==> config.mk <==
export PLATFORM = sky130hd
export DESIGN_NAME = mio_bus_ctrl
export DESIGN_NICKNAME = d
export VERILOG_FILES = /design/src/rtl/mio_pkg.sv /design/src/rtl/mio_periph.sv /design/src/rtl/mio_bus_ctrl.sv
export SDC_FILE = /design/constraint.sdc
export NUM_CORES = 1
export LEC_CHECK = 0
export CORE_MARGIN = 2
export CORE_UTILIZATION = 47
export CTS_CLUSTER_DIAMETER = 100
export CTS_CLUSTER_SIZE = 30
export DETAILED_ROUTE_END_ITERATION = 8
export PLACE_DENSITY_LB_ADDON = 0.3
export SETUP_SLACK_MARGIN = 0.4
export SLEW_MARGIN = 20
export SYNTH_ARGS = -nofsm -noshare
export SYNTH_HDL_FRONTEND = slang
export SYNTH_HIERARCHICAL = 1
export SYNTH_SLANG_ARGS = --single-unit
==> constraint.sdc <==
create_clock -name clk -period 3 [get_ports clk]
set_clock_uncertainty 0.05 [all_clocks]
set_input_delay 0.45 -clock clk [delete_from_list [all_inputs] [get_ports clk]]
set_output_delay 0.45 -clock clk [all_outputs]
set_load 0.05 [all_outputs]
==> src/rtl/mio_pkg.sv <==
// Shared definitions for the MIO bus controller: address map, FSM states and
// region decode. The optional unmapped-access timeout is enabled by MIO_TIMEOUT_EN.
package mio_pkg;

    localparam logic [3:0]  RAM_NIBBLE = 4'h0;
    localparam logic [31:0] GPIO_ADDR  = 32'hF000_0000;
    localparam logic [31:0] SW_ADDR    = 32'hF000_0004;
    localparam logic [31:0] CYCLE_ADDR = 32'hF000_0008;

    typedef enum logic [1:0] {
        IDLE,
        ACCESS,
        WAIT,
        RESP
    } mio_state_e;

    typedef enum logic [2:0] {
        RAM,
        GPIO,
        SW,
        CYCLE,
        UNMAPPED
    } mio_region_e;

    function automatic mio_region_e decode_region(input logic [31:0] a);
        mio_region_e r;
        r = UNMAPPED;
        if (a[31:28] == RAM_NIBBLE) r = RAM;
        else if (a == GPIO_ADDR)    r = GPIO;
        else if (a == SW_ADDR)      r = SW;
        else if (a == CYCLE_ADDR)   r = CYCLE;
        return r;
    endfunction

endpackage

==> src/rtl/mio_periph.sv <==
// Memory-mapped peripheral registers: GPIO (R/W, 16 bit), SW (read-only) and a
// free-running CYCLE counter that a write reloads instead of incrementing.
module mio_periph
    import mio_pkg::*;
(
    input  logic        clk,
    input  logic        reset,
    input  logic        wr_en_i,
    input  mio_region_e region_i,
    input  logic [31:0] wdata_i,
    input  logic [15:0] sw_i,
    output logic [15:0] gpio_o,
    output logic [31:0] rd_data_o
);

    logic [15:0] gpio_q;
    logic [31:0] cycle_q;

    always_ff @(posedge clk or posedge reset) begin
        if (reset) begin
            gpio_q  <= '0;
            cycle_q <= '0;
        end else begin
            if (wr_en_i && region_i == GPIO) gpio_q <= wdata_i[15:0];
            if (wr_en_i && region_i == CYCLE) cycle_q <= wdata_i;
            else                              cycle_q <= cycle_q + 32'd1;
        end
    end

    always_comb begin
        rd_data_o = '0;
        case (region_i)
            GPIO:    rd_data_o = {16'h0000, gpio_q};
            SW:      rd_data_o = {16'h0000, sw_i};
            CYCLE:   rd_data_o = cycle_q;
            default: rd_data_o = '0;
        endcase
    end

    assign gpio_o = gpio_q;

endmodule

==> src/rtl/mio_bus_ctrl.sv <==
// CPU-to-memory/IO bus controller: latches one request, runs it against RAM or
// the peripheral block, and pulses mio_ready. MIO_TIMEOUT_EN adds bus_err.
module mio_bus_ctrl
    import mio_pkg::*;
#(
    parameter int RAM_WAIT       = 2,
    parameter int RAM_AW         = 10,
    parameter int TIMEOUT_CYCLES = 16
) (
    input  logic              clk,
    input  logic              reset,
    input  logic              mem_r,
    input  logic              mem_w,
    input  logic              cpu_mio,
    input  logic [31:0]       addr,
    input  logic [31:0]       wdata,
    output logic [31:0]       rdata,
    output logic              mio_ready,
    output logic              ram_en,
    output logic              ram_we,
    output logic [RAM_AW-1:0] ram_addr,
    output logic [31:0]       ram_din,
    input  logic [31:0]       ram_dout,
    input  logic [15:0]       sw_in,
    output logic [15:0]       gpio_out,
    output mio_state_e        dbg_state
`ifdef MIO_TIMEOUT_EN
    ,
    output logic              bus_err
`endif
);

    localparam int CNT_MAX = (RAM_WAIT > TIMEOUT_CYCLES) ? RAM_WAIT : TIMEOUT_CYCLES;
    localparam int CNT_W   = $clog2(CNT_MAX + 2);

    mio_state_e        state_q;
    mio_region_e       region_q;
    mio_region_e       req_region;
    logic              write_q;
    logic [RAM_AW-1:0] ram_addr_q;
    logic [31:0]       wdata_q;
    logic [31:0]       rdata_q;
    logic [CNT_W-1:0]  cnt_q;
    logic              ready_q;
    logic              ram_en_q;
    logic              ram_we_q;
    logic [31:0]       periph_rd;
`ifdef MIO_TIMEOUT_EN
    logic              bus_err_q;
`endif

    assign req_region = decode_region(addr);

    always_ff @(posedge clk or posedge reset) begin
        if (reset) begin
            state_q    <= IDLE;
            region_q   <= UNMAPPED;
            write_q    <= 1'b0;
            ram_addr_q <= '0;
            wdata_q    <= '0;
            rdata_q    <= '0;
            cnt_q      <= '0;
            ready_q    <= 1'b0;
            ram_en_q   <= 1'b0;
            ram_we_q   <= 1'b0;
`ifdef MIO_TIMEOUT_EN
            bus_err_q  <= 1'b0;
`endif
        end else begin
            case (state_q)
                IDLE: begin
                    if (cpu_mio && (mem_r || mem_w)) begin
                        region_q   <= req_region;
                        write_q    <= mem_w;
                        ram_addr_q <= addr[RAM_AW+1:2];
                        wdata_q    <= wdata;
                        ram_en_q   <= (req_region == RAM);
                        ram_we_q   <= (req_region == RAM) && mem_w;
                        state_q    <= ACCESS;
                    end
                end
                ACCESS: begin
                    ram_en_q <= 1'b0;
                    ram_we_q <= 1'b0;
                    if (region_q == RAM) begin
                        if (RAM_WAIT == 0) begin
                            rdata_q <= write_q ? 32'd0 : ram_dout;
                            ready_q <= 1'b1;
                            state_q <= RESP;
                        end else begin
                            cnt_q   <= CNT_W'(RAM_WAIT);
                            state_q <= WAIT;
                        end
                    end
`ifdef MIO_TIMEOUT_EN
                    else if (region_q == UNMAPPED) begin
                        cnt_q   <= CNT_W'(TIMEOUT_CYCLES);
                        state_q <= WAIT;
                    end
`endif
                    else begin
                        rdata_q <= write_q ? 32'd0 : periph_rd;
                        ready_q <= 1'b1;
                        state_q <= RESP;
                    end
                end
                WAIT: begin
                    // The counter reaches zero on the edge that leaves WAIT.
                    cnt_q <= cnt_q - CNT_W'(1);
                    if (cnt_q == CNT_W'(1)) begin
                        rdata_q   <= (region_q == RAM && !write_q) ? ram_dout : 32'd0;
                        ready_q   <= 1'b1;
                        state_q   <= RESP;
`ifdef MIO_TIMEOUT_EN
                        bus_err_q <= (region_q == UNMAPPED);
`endif
                    end
                end
                RESP: begin
                    ready_q   <= 1'b0;
                    state_q   <= IDLE;
`ifdef MIO_TIMEOUT_EN
                    bus_err_q <= 1'b0;
`endif
                end
                default: state_q <= IDLE;
            endcase
        end
    end

    mio_periph u_periph (
        .clk       (clk),
        .reset     (reset),
        .wr_en_i   ((state_q == ACCESS) && write_q),
        .region_i  (region_q),
        .wdata_i   (wdata_q),
        .sw_i      (sw_in),
        .gpio_o    (gpio_out),
        .rd_data_o (periph_rd)
    );

    assign rdata     = rdata_q;
    assign mio_ready = ready_q;
    assign ram_en    = ram_en_q;
    assign ram_we    = ram_we_q;
    assign ram_addr  = ram_addr_q;
    assign ram_din   = wdata_q;
    assign dbg_state = state_q;
`ifdef MIO_TIMEOUT_EN
    assign bus_err   = bus_err_q;
`endif

endmodule
* Word level (Yosys, flattened, before mapping)
Cells that the tools add are included.
** Operators by class
- Add/sub/neg operators :: 2
- Multiply operators :: 0
- Div/mod/pow operators :: 0
- $lt $le $gt $ge :: 0
- Equality and inequality tests :: 14
- Shift operators :: 0
- Mux-type cells :: 24
- Bitwise gates (word level) :: 0
- Reduce and logical (&&, ||, !) cells :: 21
** Operators by type and width (count)
- $mux 32 :: 5
- $eq 32x32->1 const B :: 3
- $pmux 32 s3 :: 1
- $pmux 32 s2 :: 1
- $add 32x1->32 const B :: 1
- $mux 3 :: 4
- $pmux 5 s2 :: 1
- $ne 2x2->1 const B :: 4
- $pmux 2 s4 :: 1
- $reduce_and 2->1 :: 4
- $eq 3x2->1 const B :: 2
- $logic_and 1x1->1 :: 6
- $logic_not 3->1 :: 2
- $reduce_and 3->1 :: 2
- $eq 5x1->1 const B :: 1
- $mux 1 :: 5
- $mux 5 :: 1
- $sub 5x1->5 const B :: 1
- $eq 2x2->1 const B :: 2
- $logic_not 4->1 :: 1
- $mux 2 :: 2
- $pmux 1 s2 :: 2
- $reduce_bool 2->1 :: 2
- $eq 3x1->1 const B :: 1
- 6 further kinds :: 6
** Storage, ports and cells
- Bits in registers :: 136
- Latch bits :: 0
- Memory bits (writable) :: 0
- Memory bits (read-only) :: 0
- Input bits :: 117
- Output and inout port bits :: 95
- Memories kept :: 0

* Longest topological paths before layout
- Depth after elaboration :: 9
- Mapped depth :: 8

* By module
The synthesis kept the hierarchy.
** Modules (own cells, without submodules)
- mio_bus_ctrl :: instances 1, cells an instance 327, area each 3995.1 µm², sequential area each 2203.4 µm²
- mio_periph :: instances 1, cells an instance 302, area each 2857.7 µm², sequential area each 1201.2 µm²

* Least setup slack after synthesis
No wires, ideal clock.
- Path type :: register to register
- Start :: register state_q[1], in the netlist dbg_state[1]
- End :: register u_periph.gpio_q[0], in the netlist u_periph/gpio_o[0]
- Arrival :: 2286 ps
- Data required time :: 2825 ps
- Setup slack :: 540 ps
- Stages on the path, launching flop included :: 9
- Path buffers :: 3
- Clock period less this slack :: 2460 ps
- Cells stage by stage :: dfrtp_1 inv_1 ha_1 clkbuf_1 and2_1 nor4bb_1 buf_2 buf_2 mux2_2
** Between the ends
- Word-level cells in the longest chain between the ends :: 3
** RTL lines
- start: declaration :: line mio_bus_ctrl.sv:36 : mio_state_e state_q;
- start signal: assignment :: line mio_bus_ctrl.sv:56 : state_q <= IDLE;
- start signal: assignment :: line mio_bus_ctrl.sv:79 : state_q <= ACCESS;
- start signal: assignment :: line mio_bus_ctrl.sv:89 : state_q <= RESP;
- $eq 2x1->1 :: line mio_bus_ctrl.sv:134 : .wr_en_i ((state_q == ACCESS) && write_q),
- $logic_and 1x1->1 :: line mio_bus_ctrl.sv:134
- $logic_and 1x1->1 :: line mio_periph.sv:24 : if (wr_en_i && region_i == GPIO) gpio_q <= wdata_i[15:0];
- end signal: assignment :: line mio_periph.sv:24
- end: declaration :: line mio_periph.sv:16 : logic [15:0] gpio_q;
No other way between the ends.
A chain may end at the register's enable or synchronous reset.

* Worst setup path after layout
- Start :: register state_q[1], in the netlist dbg_state[1]
- End :: register rdata_q[7], in the netlist rdata[7]
** Between the ends
- Word-level cells in the longest chain between the ends :: 3
** RTL lines
- $eq 2x1->1 or $eq 2x2->1 (tied branches) :: line mio_bus_ctrl.sv:70 : case (state_q)
- $ne 2x2->1 (no source line) or $reduce_bool 2->1 (tied branches)
- $reduce_and 3->1 (no source line)
- end signal: assignment :: line mio_bus_ctrl.sv:87 : rdata_q <= write_q ? 32'd0 : ram_dout;
- end signal: assignment :: line mio_bus_ctrl.sv:102 : rdata_q <= write_q ? 32'd0 : periph_rd;
- end signal: assignment :: line mio_bus_ctrl.sv:111 : rdata_q <= (region_q == RAM && !write_q) ? ram_dout : 32'd0;
- end: declaration :: line mio_bus_ctrl.sv:42 : logic [31:0] rdata_q;
Parallel ways exist; a longest one is shown, timed or not.

==> results_dict.tcl <==
set metrics [dict create \
    yosys_warnings 6 \
    cpPeakStageDelay_ns 0.69 \
    post_cts_buffers 0 \
    finalInstanceArea_mm2 0.009732 \
    clkSlewWorstSetupHoldPaths_ns 0.06 \
    final_cell_mix "clkdlybuf4s50_1 (211), dfrtp_1 (135), nor2_1 (88)" \
    place.port_buffers 211 \
    path_buf_inv 2 \
    cts_tree "built" \
    dr.first_iter.drc_count 407 \
    die_w_um 124.8 \
    critical_path_required_ns 3.24 \
    setup_tns_ns 0 \
    clockRootBuffer "clkbuf_16" \
    irDropWorstVdd_v 0.0007134 \
    crit_arrival_ns 2.67 \
    worst_slack_ns 0.5715 \
    critPathTopFamily "simple AND/OR/NAND/NOR gates" \
    rrSetupSlack_ns 0.57 \
    status "finished clean" \
    hold_class "in -> async" \
    timing.hold.ws_ns 0.2905 \
    worst_setup_path_start_kind "register" \
    max_cap_violations 0 \
    rsz0062_at_grt "no" \
    slowest_stage "nor4b_1" \
    wire_per_inst_um 17.87 \
    drt_first_pass_iters 4 \
    vias 5604 \
    routed_wirelength_mm 18.35 \
    utilization 0.6773 \
    synthToLayoutAreaGrowth_pct 42.01 \
    hold_viol_final 0 \
    fillers 1117 \
    drive_gt1_frac 0.1945 \
    powerDensity_mw_per_mm2 1024 \
    finalSetupViolations 0 \
    die_h_um 124.8 \
    leakage_nw 3.956 \
    grt_pass1_wl_mm 29.94 \
    reg2reg_to "rdata[7]" \
    first_global_vias 5744 \
    final_cells 1027 \
    place_ws_ns 0.6569 \
    syn_area_per_cell_um2 10.89 \
    core_area_mm2 0.01437 \
    cts-resized-gates 0 \
    clock.fmax_mhz 411.8 \
    syn_inst 629 \
    clock_latency_ns 0.42 \
    viasPerCell 5.457 \
    postRouteAntennaNets 0 \
    cp_max_fo 64 \
    row_count 44 \
    gp_congestion 0.8825 \
    grtUsageTotal 0.2405 \
    maxSlewViolCount 0 \
    final_common_cell "clkdlybuf4s50_1" \
    cts_max_path_buffers 2 \
    ys_seq_elements 136 \
    netlist_area_mm2 0.006853 \
    finalCriticalPeriod_ns 2.428 \
    h-tree-depth 4 \
    place_area_mm2 0.009133 \
    numCtsBuffers 17 \
    power_mw 9.967 \
    rr_worst_depth 7 \
    initial_utilization 0.4769 \
    end_kind "register" \
    synth_seq_area_share 0.4968 \
    grt_antenna_before_repair 0 \
    diodes 0 \
    multiInputGateArea_mm2 0.003231 \
    die-area_mm2 0.01556 \
    period_share 0.8095 \
    post-route-drc-count 0 \
    grt_max_degree 65 \
    worstMarginPinSlew_ns 0.9402 \
    grt-ovfl-total 0 \
    io_pins 212 \
    seqCellArea_mm2 0.003405 \
    syn-num-nets 754 \
    cp_cell_sequence "inv_1 > ha_1 > nor4b_1 > a211oi_4 > buf_12 > nor2_1 > a21oi_2" \
    synth.distinct_cells 53 \
    hpwl_mm 13.39 \
    slew_headroom 0.3732 \
    placed_cells 995 \
    setup.worst_path.class "reg -> reg" \
    nNetsFinal 955 \
    timing.rr.start "dbg_state[1]" \
    ctsHoldBuffers 0 \
    cts_sinks 136 \
]
==> synth_stat cells (all sizes together) <==
library cell	instances	area (um2)
dfstp	1	26.28
inv	9	33.78
buf	11	98.85
xor2	20	175.2
or4b	1	13.76
nor4	4	25.02
or4	3	26.27
and3	5	32.53
a32oi	1	8.760
a22o	3	28.78
o211ai	1	7.510
ha	8	100.1
mux2i	3	30.03
nor2	89	334.1
nand2b	2	12.51
nand2	15	56.30
and2	20	125.1
a211oi	2	27.53
a22oi	49	367.9
o22ai	1	6.260
and4	5	50.05
a21oi	65	430.4
nor4bb	1	10.01
xnor2	10	87.58
nor4b	3	32.53
mux2	77	867.1
a31oi	1	6.260
and3b	1	8.760
or3	1	6.260
o21ai	5	25.02
and4b	1	10.01
nor3b	1	7.510
nand4	13	81.33
o21a	1	7.510
nand4b	2	17.52
nor3	8	40.04
nand3	14	82.58
nor2b	2	12.51
dfrtp	135	3378
a21o	1	7.510
o31ai	5	37.54
clkbuf	29	110.1
==> worst max path at each step <==
stage	from	to	slack (ns)	cells after the start
after floorplan	dbg_state[1]	u_periph/gpio_o[0]	0.54	8
after CTS	dbg_state[1]	rdata[7]	0.60	7
after global placement	dbg_state[0]	rdata[4]	0.55	5
after global routing	dbg_state[1]	rdata[7]	0.42	7
final	dbg_state[1]	rdata[7]	0.57	7
after detailed placement	dbg_state[1]	rdata[9]	0.66	7
==> state kept, by name (all words and copies together) (netlist names), 2 cells and up <==
name	flops
rdata	32
ram_addr	10
dbg_state	2
u_periph/gpio_o	16
u_periph/cycle_q	32
cnt_q	5
region_q	3
ram_din	32
==> final cells by class <==
class                           count  share of cell area
Multi-Input combinational cell    444              0.3320
Timing Repair Buffer              222              0.2294
Sequential cell                   136              0.3498
Clock inverter                     13             0.01581
Inverter                            9            0.003857
Clock buffer                       19             0.04551
Tap cell                          184             0.02366
==> per-layer routing <==
layer,track usage,vias to the layer above,routed length (um)
met5,0,-,0
met2,0.3764,188,8662
met3,0.06229,23,1010
li1,-,2666,-
met4,0.07997,0,268
met1,0.3273,2727,8409
==> report_power, final <==
part	switching [mW]	internal [mW]
registers	0.493	2.43
clock network	0.783	1.32
logic	3.15	1.79
total	4.43	5.54
==> cell families (layout without fill, tap and decap cells) <==
family,after synthesis,in the layout,share of synthesized area
compound gates,135,135,0.1402
xor+xnor,30,30,0.03834
fa+ha+maj,8,8,0.01461
buf+inv,49,263,0.03542
flops,136,136,0.4968
mux,80,80,0.1309
simple gates,191,191,0.1437
(Power assumes the default switching activity.)
